### src/rtl/mem_wb_pipe_reg.sv
// Valid/ready pipeline stage register with flush and a saturating back-pressure counter.
// Define MEM_WB_PIPE_SKID_EN for a two-entry skid buffer with registered in_ready.
module mem_wb_pipe_reg #(
    parameter int unsigned DATA_W = 136,
    parameter int unsigned CNT_W  = 16
) (
    input  logic              clk,
    input  logic              reset_n,
    input  logic              flush,
    input  logic              in_valid,
    output logic              in_ready,
    input  logic [DATA_W-1:0] in_data,
    output logic              out_valid,
    input  logic              out_ready,
    output logic [DATA_W-1:0] out_data,
    output logic [CNT_W-1:0]  stall_cnt
);

    logic              main_valid_q, main_valid_d;
    logic [DATA_W-1:0] main_data_q,  main_data_d;
    logic [CNT_W-1:0]  stall_cnt_q,  stall_cnt_d;
    logic              accept;
    logic              emit;

    assign out_valid = main_valid_q;
    assign out_data  = main_data_q;
    assign stall_cnt = stall_cnt_q;

    assign accept = in_valid && in_ready;
    assign emit   = main_valid_q && out_ready;

`ifdef MEM_WB_PIPE_SKID_EN
    logic              skid_valid_q, skid_valid_d;
    logic [DATA_W-1:0] skid_data_q,  skid_data_d;

    // in_ready depends only on a flop, so out_ready never reaches upstream combinationally.
    assign in_ready = !skid_valid_q;

    always_comb begin
        main_valid_d = main_valid_q;
        main_data_d  = main_data_q;
        skid_valid_d = skid_valid_q;
        skid_data_d  = skid_data_q;
        if (flush) begin
            main_valid_d = 1'b0;
            skid_valid_d = 1'b0;
        end else if (emit) begin
            if (skid_valid_q) begin
                main_data_d  = skid_data_q;
                skid_valid_d = 1'b0;
            end else if (accept) begin
                main_data_d = in_data;
            end else begin
                main_valid_d = 1'b0;
            end
        end else if (accept) begin
            if (main_valid_q) begin
                skid_valid_d = 1'b1;
                skid_data_d  = in_data;
            end else begin
                main_valid_d = 1'b1;
                main_data_d  = in_data;
            end
        end
    end

    always_ff @(posedge clk or negedge reset_n) begin
        if (!reset_n) begin
            skid_valid_q <= 1'b0;
            skid_data_q  <= '0;
        end else begin
            skid_valid_q <= skid_valid_d;
            skid_data_q  <= skid_data_d;
        end
    end
`else
    assign in_ready = !main_valid_q || out_ready;

    always_comb begin
        main_valid_d = main_valid_q;
        main_data_d  = main_data_q;
        if (flush) begin
            main_valid_d = 1'b0;
        end else if (accept) begin
            main_valid_d = 1'b1;
            main_data_d  = in_data;
        end else if (emit) begin
            main_valid_d = 1'b0;
        end
    end
`endif

    always_comb begin
        stall_cnt_d = stall_cnt_q;
        if (main_valid_q && !out_ready && (stall_cnt_q != {CNT_W{1'b1}})) begin
            stall_cnt_d = stall_cnt_q + CNT_W'(1);
        end
    end

    always_ff @(posedge clk or negedge reset_n) begin
        if (!reset_n) begin
            main_valid_q <= 1'b0;
            main_data_q  <= '0;
            stall_cnt_q  <= '0;
        end else begin
            main_valid_q <= main_valid_d;
            main_data_q  <= main_data_d;
            stall_cnt_q  <= stall_cnt_d;
        end
    end

endmodule

### config.mk
export PLATFORM = sky130hd
export DESIGN_NAME = mem_wb_pipe_reg
export DESIGN_NICKNAME = d
export VERILOG_FILES = /design/src/rtl/mem_wb_pipe_reg.sv
export SDC_FILE = /design/constraint.sdc
export NUM_CORES = 1
export LEC_CHECK = 0
export ABC_AREA = 0
export ABC_CLOCK_PERIOD_IN_PS = 1700
export BUFFER_PORTS_ARGS = -buffer_cell sky130_fd_sc_hd__buf_2
export CORE_ASPECT_RATIO = 0.8
export CORE_MARGIN = 2
export CORE_UTILIZATION = 42
export CTS_CLUSTER_SIZE = 28
export DETAILED_ROUTE_END_ITERATION = 16
export HOLD_SLACK_MARGIN = 0.05
export PLACE_DENSITY = 0.82
export SYNTH_ARGS = -nofsm -noshare
export SYNTH_HDL_FRONTEND = slang
export SYNTH_SLANG_ARGS = --single-unit
### constraint.sdc
create_clock -name clk -period 1.7 [get_ports clk]
set_input_delay 0.34 -clock clk [delete_from_list [all_inputs] [get_ports clk]]
set_output_delay 0.34 -clock clk [all_outputs]
set_load 0.1 [all_outputs]
# Word level (Yosys, flattened, before mapping)
# Index checks and enable logic that the tools add are counted.
[totals]
output_inout_bits = 154
elab_cells = 18
in_bits = 141
ff_bits = 153
[op_classes]
n_addsub = 1
reduce_logical = 9
eq_ne = 1
muxes = 3
n_bitwise = 1
[op_table]
columns = ["cell", "n"]
rows = [
  ["adder 16 x 1 -> 16 bit (second input constant)", 1],
  ["!= test 16 bit (second input constant)", 1],
  ["logical AND 1 bit", 4],
  ["2-to-1 mux 1 bit", 3],
  ["nonzero test 3 bit", 1],
  ["logical NOT 1 bit", 2],
  ["AND reduction 2 bit", 1],
  ["logical OR 1 bit", 1],
  ["NOT 1 bit", 1],
]

# Depth between registers and ports, before layout
# Gate-level depths: netlist (run 1).
[depth]
depth_word = 5
ltp_mapped = 7
depth_no_buf = 5

# Worst setup path after synthesis (run 1)
# No wires, ideal clock.
[synth_path]
path_kind = "flip-flop to flip-flop"
from = "register main_valid_q, in the netlist out_valid"
to = "register stall_cnt_q[10], in the netlist stall_cnt[10]"
period_less_slack_ns = 2.567
arrival_ns = 2.441
path_slack_ns = -0.867
stages_incl_launch_ff = 7
required_time_ns = 1.574
n_path_buf = 1
setup_time_ns = 0.126
cell_sequence = "dfrtp_1 > nor2b_1 > buf_6 > inv_1 > nor2_1 > nand4_1 > mux2_2"
[synth_between]
elab_chain_len = 2
[synth_lines]
columns = ["element", "line", "rtl"]
rows = [
  ["start, declared", "19", "logic main_valid_q, main_valid_d;"],
  ["start signal, assigned", "106", "main_valid_q <= main_valid_d;"],
  ["logical AND 1 bit (2 in series)", "95", "if (main_valid_q && !out_ready && (stall_cnt_q != {CNT_W{1'b1}})) begin"],
  ["end signal, assigned", "108", "stall_cnt_q <= stall_cnt_d;"],
  ["end, declared", "21", "logic [CNT_W-1:0] stall_cnt_q, stall_cnt_d;"],
]
# Every way passes these cells.
# A chain may end at the register's enable or synchronous reset.

# Worst setup path after layout (run 1)
[layout_path]
from = "register main_valid_q, in the netlist out_valid"
to = "output in_ready"
[layout_between]
elab_chain_len = 2
[layout_lines]
columns = ["element", "line", "rtl"]
rows = [
  ["logical NOT 1 bit", "77", "assign in_ready = !main_valid_q || out_ready;"],
  ["logical OR 1 bit", "77", ""],
  ["end, declared", "11", "output logic in_ready,"],
]
# Every way passes these cells.

==> results of run 1 <==
==> report_power, final <==
group          leakage, nW  internal [mW]  switching, mW  total (mW)
logic                 2.65           1.54           5.55        7.09
clock network        0.272           2.04           1.62        3.66
registers             1.80           4.29          0.433        4.73
total                 4.72           7.87           7.61        15.5
==> flip-flops by register name (all words and copies together) (netlist names) <==
name,flops
out_valid,1
out_data,136
stall_cnt,16
==> final cells by class <==
cell class / instances / share of cell area
clock buffers: 17 / 0.0463
flip-flops and latches: 153 / 0.420
diodes: 1 / 0.000272
inverters: 2 / 0.00123
well taps: 184 / 0.0251
repair buffers: 333 / 0.217
clock inverters: 15 / 0.0153
multi-input cells: 194 / 0.275
==> cells by family (layout without fill, tap and decap cells) <==
family                   after synthesis  after routing  synth area share
buffers and inverters                 19            367            0.0334
adder cells (fa/ha/maj)                1              1           0.00204
AND/OR/NAND/NOR                       33             33            0.0363
multiplexers                         139            139             0.278
other                                  0              1                 0
XOR/XNOR                              11             11            0.0157
flip-flops                           153            153             0.624
AO/OA/AOI/OAI                         10             10            0.0114
==> timing repair <==
item,in CTS,in global routing
gates cloned,2,1
hold buffers,1,0
pin swaps,1,0
endpoints found under the hold margin,30,0
resized for setup,25,8
setup endpoints to repair,124,128
buffers inserted,10,0
==> path summary, 6_finish.rpt <==
check                      slack (ns)                   endpoint  depth (start not counted)                      start
setup reg to reg                -0.05  out_data[101]$_DFFE_PN0P_                          6      out_valid$_DFFE_PN0P_
min in group asynchronous        0.38   stall_cnt[7]$_DFFE_PN0P_                          2                    reset_n
max in group asynchronous        0.72    out_data[9]$_DFFE_PN0P_                          3                    reset_n
setup / recovery                -0.07                   in_ready                          4      out_valid$_DFFE_PN0P_
hold reg to reg                  0.51  out_data[119]$_DFFE_PN0P_                          1  out_data[119]$_DFFE_PN0P_
hold / removal                   0.14      out_valid$_DFFE_PN0P_                          2                      flush
==> Yosys cell counts (all sizes together) <==
cell type    n
dfrtp      153
mux2       139
buf         17
xor2        10
nand3        6
nor2         6
nand2        4
nand4        4
a211oi       3
a21oi        3
nor3         3
a41oi        2
and2         2
inv          2
nor4         2
nor4b        2
a31oi        1
and4         1
ha           1
nand2b       1
nor2b        1
nor3b        1
o21ai        1
xnor2        1
==> layer usage <==
| metal | wire [um] | vias to the layer above | track usage |
|---|---|---|---|
| met4 | 256 | 0 | 0.0788 |
| met2 | 8440 | 197 | 0.346 |
| met3 | 1110 | 26 | 0.0657 |
| met5 | 0 | - | 0 |
| met1 | 7070 | 2212 | 0.281 |
| li1 | - | 1964 | - |
==> stage by stage <==
stage | setup slack, ns | hold slack (ns) | utilization
after global placement | -0.0328 | 0.253 | 0.587
after global routing | -0.112 | 0.118 | 0.642
after CTS | -0.0668 | 0.121 | 0.642
after detailed placement | -0.0794 | 0.259 | 0.587
after floorplan | -0.450 | 0.0444 | -
final | -0.0696 | 0.141 | 0.642
==> results.txt, run 1 <==
- Run status: finished with violations
- The final reports fail on setup timing.
* Final count of pins violating max slew: 0
- Total Die Area: 15600 um^2
* H-tree depth: 4
* Global routing usage summed across all routing layers: 0.216
- Synth top area cells: sky130_fd_sc_hd__dfrtp_1 (62%), sky130_fd_sc_hd__mux2_2 (18%), sky130_fd_sc_hd__mux2_4 (9.0%), sky130_fd_sc_hd__buf_12 (1.6%), sky130_fd_sc_hd__xor2_1 (1.4%)
* Peak Freq: 565 MHz
- Number of CTS-inserted buffers: 17
* Routed length per placed instance: 18.8 um
* Final clock skew: 0.00897 ns
* DP Wirelength: 12.0 mm
* Synthesized instance count: 366
- The synthesized netlist occupies a cell area of 6140 um^2.
* Crit path max-delay cell type: sky130_fd_sc_hd__dfrtp_4
- Time the final worst path needs with I/O delays and setup: 1.77 ns
- Cell family with most CP delay: buffers and inverters
- Worst path buffer plus inverter count: 3
- Horiz. Die Dim: 139 um
- The total overflow left after global routing is 0.
- ANT nets after route: 0
- Number of vias in the routed layout: 4399
- The Yosys step of the flow raised 0 warnings.
* DRT iter0 DRCs: 228
* #FFs+latches synth: 153
* Area growth syn-to-layout: 49.6%
* Number of rows in the core area: 39
- Of the synthesized area, sequential elements account for 0.624.
- In this run the power density over the cells is 1690 nW/um^2.
* Placed Area: 8390 um^2
- Hold Vio Cnt, Final: 0
- VDD sags by at most 1.71 mV.
- Total I/O pin count: 295
- Largest stage delay on the critical path: 0.40 ns
* Floorplan Core Area: 14300 um^2
* Cells traversed along the worst timing path: nor2b_4, buf_6, clkinvlp_4, buf_12
- Average footprint of a synthesized cell: 16.8 um^2
* Critical Path RT: 1.36 ns
* Remaining max-slew budget at the tightest pin: 0.658
- Clock sink count: 153
- Setup violations remaining at the end of the flow were counted as 61.
* Cell taking the most area after synthesis: sky130_fd_sc_hd__dfrtp_1
* Classification of the worst setup path: reg -> out
* Synthesized net count: 508
- Maximum Capacitance Violations: 0
- WL final: 16.9 mm
- Count of cell types in the netlist: 32
- Antenna violations before repair: 1
- Vias in the first global route: 4818
- Layout cell share with drive strength beyond 1: 0.745
* Most frequent cells in the layout: sky130_fd_sc_hd__buf_2 (290), sky130_fd_sc_hd__mux2_4 (137), sky130_fd_sc_hd__dfrtp_1 (137)
- At the later pin of the worst-skew pair, clock insertion delay measures 0.43 ns.
- LEAKAGE: 4.72 nW
- Pre-antenna DRT Iters: 4
- For this run, design rule violations remaining after detail routing come to 0.
- The first global-routing pass estimated 26.4 mm of wire.
- In the final design database the tool counted 843 nets.
- For the final routed database, the setup TNS stands at -1.43 ns.
- In this run the worst hold path is classified as in -> reg.
- Storage cell area: 3860 um^2
- In the final layout, the multi-input gates occupy 2530 um^2.
* Clock-pin slew reported for the worst setup and hold paths after clock tree synthesis: 0.06 ns
- Number of placed cells counting well taps: 856
- At the worst endpoint, the arrival time is 1.43 ns.
- In this run the worst path has a maximum fanout of 2.
* Worst Setup End Kind: primary output
- CTS tree: done
* Detailed-route vias per instance: 4.89
- Most common cell after layout, fill and taps aside: sky130_fd_sc_hd__buf_2
* Filler cell count in the final layout: 1049
- The initial utilization of the core area, before any placement, comes to 0.429.
- The tree is rooted in a sky130_fd_sc_hd__clkbuf_16.
- Critical path launch point type: flip-flop
- Once routing completed, OpenROAD measured the worst setup slack at -0.0696 ns.
- Port Buf Inserts: 294
- Dividing the final minimum period by the clock period gives 1.04.
- Clk buf depth: 2
- Die Span Y: 112 um
- Routability-driven placement finished with a final weighted congestion of 0.907.
- Setup repair after global routing missed its margin: yes
- For the pin with the worst max-slew slack, the measured transition is 0.517 ns.
- Area of all placed cells without fillers: 9190 um^2
- The design draws 15.5 mW.
- Share of the synthesized area in the top cell type: 0.624
* Maximum number of pins on one net before global-route repair: 56
- The finished layout holds 899 standard cells, fillers aside.
Power figures use the tool's default switching activity.
==> run 2: changes to the inputs <==
CELL_PAD_IN_SITES_DETAIL_PLACEMENT = 1   (was default)
CELL_PAD_IN_SITES_GLOBAL_PLACEMENT = 2   (was default)
CORE_UTILIZATION = 27   (was 42)
PLACE_DENSITY = 0.81   (was 0.82)
SKIP_CTS_REPAIR_TIMING = 1   (was default)
SKIP_LAST_GASP = 1   (was default)
==> run 2 against run 1 <==
Compared with the run above: the run still ends with setup timing left; largest cell class unchanged; critical endpoint unchanged; clock skew increased by 0.0029 ns; register-to-register slack hardly changed; clock-buffer cell count grew 1.
==> results.txt, run 2 (synthesized netlist as in run 1, its figures left out) <==
* Detailed-route vias per instance: 4.26 (was 4.89)
* Classification of the worst setup path: reg -> out (unchanged)
- Slack of the worst reg-to-reg path: -0.06 ns (was -0.05 ns)
* Skew-Pair Late Insertion Delay: 0.42 ns (was 0.43 ns)
- Run status: finished with violations (unchanged).
- Share of the clock period used by the worst path: 1.04 (about the same)
- The estimated wirelength of the detail-placed design is 12.9 mm (was 12.0 mm).
* Clock sink count: 153 (unchanged)
- The final number of hold-violating endpoints came to 0 (unchanged).
* Data arrival time of the critical path: 1.43 ns (about the same)
- Number of rows in the core area: 49 (was 39)
- Worst-case vdd ir drop: 1.84 mV (was 1.71 mV)
- Final clock skew: 0.0119 ns (was 0.00897 ns)
- Remaining max-slew budget at the tightest pin: 0.656 (was 0.658)
* Clock power frac: 0.243 (was 0.236)
- DRT iter0 DRCs: 146 (was 228)
- Switching fraction of total power: 0.491 (about the same)
- Floorplan Core Area: 22400 um^2 (was 14300 um^2)
* Maximum number of pins on one net before global-route repair: 42 (was 56)
* # nets final: 847 (was 843)
- Horiz. Die Dim: 173 um (was 139 um)
- The type of element capturing the critical path is a primary output (unchanged).
- Worst Max-Slew Pin Slew: 0.519 ns (was 0.517 ns)
- Vias in the first global route: 4811 (was 4818)
- The total routing usage reported by global routing was 0.145 (was 0.216).
- Total Die Area: 24000 um^2 (was 15600 um^2)
- The first-pass iteration count of the detailed router came to 4 (unchanged).
- Port Buf Inserts: 294 (unchanged)
- Setup TNS Final: -3.22 ns (was -1.43 ns)
- Routed length per placed instance: 16.8 um (was 18.8 um)
- The max-slew violation count is 0 (unchanged).
- Largest driver fanout on the critical path: 6 (was 2)
* Min-Delay Path Class: in -> reg (unchanged)
- Share of total power in combinational logic: 0.455 (was 0.458)
- The overall overflow remaining after global route was 0 (unchanged).
- Layout cell share with drive strength beyond 1: 0.749 (was 0.745)
* Clk buf depth: 2 (unchanged)
* Die Span Y: 139 um (was 112 um)
- The most common cell after layout, fill and taps aside was sky130_fd_sc_hd__buf_2 (unchanged).
- Peak Freq: 566 MHz (was 565 MHz)
- Setup repair after global routing missed its margin: yes (unchanged).
* Critical Path RT: 1.36 ns (about the same)
- Clock-pin slew reported for the worst setup and hold paths after clock tree synthesis: 0.07 ns (was 0.06 ns)
* LEAKAGE: 4.74 nW (was 4.72 nW)
- The number of levels in the clock H-tree is 4 (unchanged).
* Number of diodes added for antenna fixing: 0 (was 1)
- Number of stages on the worst hold path: 2 (unchanged)
* Power Internal: 7.91 mW (was 7.87 mW)
- Gpl congestion: 0.782 (was 0.907)
- The number of cells on the worst reg-to-reg path is 5 (was 6).
- The I/O pin total was 295 (unchanged).
* Final Setup Violations: 131 (was 61)
* Antenna violations before repair: 0 (was 1)
- The final worst slack came to -0.0661 ns (was -0.0696 ns).
- Switching pwr: 7.63 mW (was 7.61 mW)
- The total power is 15.5 mW (about the same).
* Power share of the sequential group: 0.302 (was 0.305)
- The TritonCTS clock tree is done (unchanged).
* Violations in the final reports: setup timing (unchanged)
* ANT nets after route: 0 (unchanged)
- The number of flip-flops in the largest register was 136 (unchanged).
- The post-detailed-route DRC marker count came to 0 (unchanged).
- The root buffer selected by CTS is sky130_fd_sc_hd__clkbuf_16 (unchanged).
- The post-synthesis to final-layout area growth came to 51.7% (was 49.6%).
* Global-route wire length before repair: 27.2 mm (was 26.4 mm)
- Most frequent cells in the layout: sky130_fd_sc_hd__buf_2 (289), sky130_fd_sc_hd__mux2_4 (137), sky130_fd_sc_hd__dfrtp_1 (137) (was sky130_fd_sc_hd__buf_2 (290), sky130_fd_sc_hd__mux2_4 (137), sky130_fd_sc_hd__dfrtp_1 (137)).
- Critical path launch point type: flip-flop (unchanged)
- Time the final worst path needs with I/O delays and setup: 1.77 ns (about the same)
- Starting density of the core: 0.274 (was 0.429)
- Pwr/cell area: 1670 nW/um^2 (was 1690 nW/um^2)
* WL final: 17.3 mm (was 16.9 mm)
- Number of CTS-inserted buffers: 17 (unchanged)
* Maximum Capacitance Violations: 0 (unchanged)
* Number of vias in the routed layout: 4358 (was 4399)
## run 2: layout make-up
cell class,count,area (um^2)
clock buffers,18,429
clock inverters,14,150
fillers,2418,13100
inverters,2,11.3
multi-input cells,194,2540
flip-flops and latches,153,3860
well taps,306,383
repair buffers,337,1950
## run 2: layer usage
metal / track usage / vias up / share of wire
met2: 0.223 / 195 / 0.46
met4: 0.0459 / 0 / 0.013
met3: 0.0661 / 18 / 0.092
met5: 0 / - / 0
met1: 0.184 / 2176 / 0.44
li1: - / 1969 / -
## run 2: power by group through the flow
stage | sequential, mW | clock (mW) | combinational (mW)
after floorplan | 9.34 | 0 | 1.16
final | 4.70 | 3.78 | 7.07
after CTS | 4.70 | 3.95 | 7.06
after global routing | 4.78 | 4.09 | 7.25
after global placement | 4.74 | 0 | 6.99
after detailed placement | 4.74 | 0 | 7.06
## run 2: worst paths after layout
path                                    startpoint                   endpoint
max                          out_valid$_DFFE_PN0P_                   in_ready
min                                          flush      out_valid$_DFFE_PN0P_
max reg2reg                  out_valid$_DFFE_PN0P_  out_data[116]$_DFFE_PN0P_
min reg2reg                out_data[3]$_DFFE_PN0P_    out_data[3]$_DFFE_PN0P_
max in group asynchronous                  reset_n   stall_cnt[1]$_DFFE_PN0P_
min in group asynchronous                  reset_n   out_data[44]$_DFFE_PN0P_
## run 2: critical path: stages (launching register included)
cell	delay, ns
sky130_fd_sc_hd__dfrtp_4	0.41
sky130_fd_sc_hd__nor2b_4	0.18
sky130_fd_sc_hd__buf_6	0.14
sky130_fd_sc_hd__clkinvlp_4	0.10
sky130_fd_sc_hd__buf_12	0.17
## run 2: metrics by stage
step                      worst slack (ns)   util  hold slack (ns)  std cells  cell area [um^2]
after global placement             0.00208  0.385            0.277        985              8620
after CTS                           -0.210  0.411           -0.197       1017              9200
final                              -0.0661  0.416            0.130       1024              9320
after floorplan                     -0.450      -           0.0444        366              6630
after global routing                -0.142  0.416            0.106       1024              9320
after detailed placement           -0.0243  0.385            0.275        985              8620
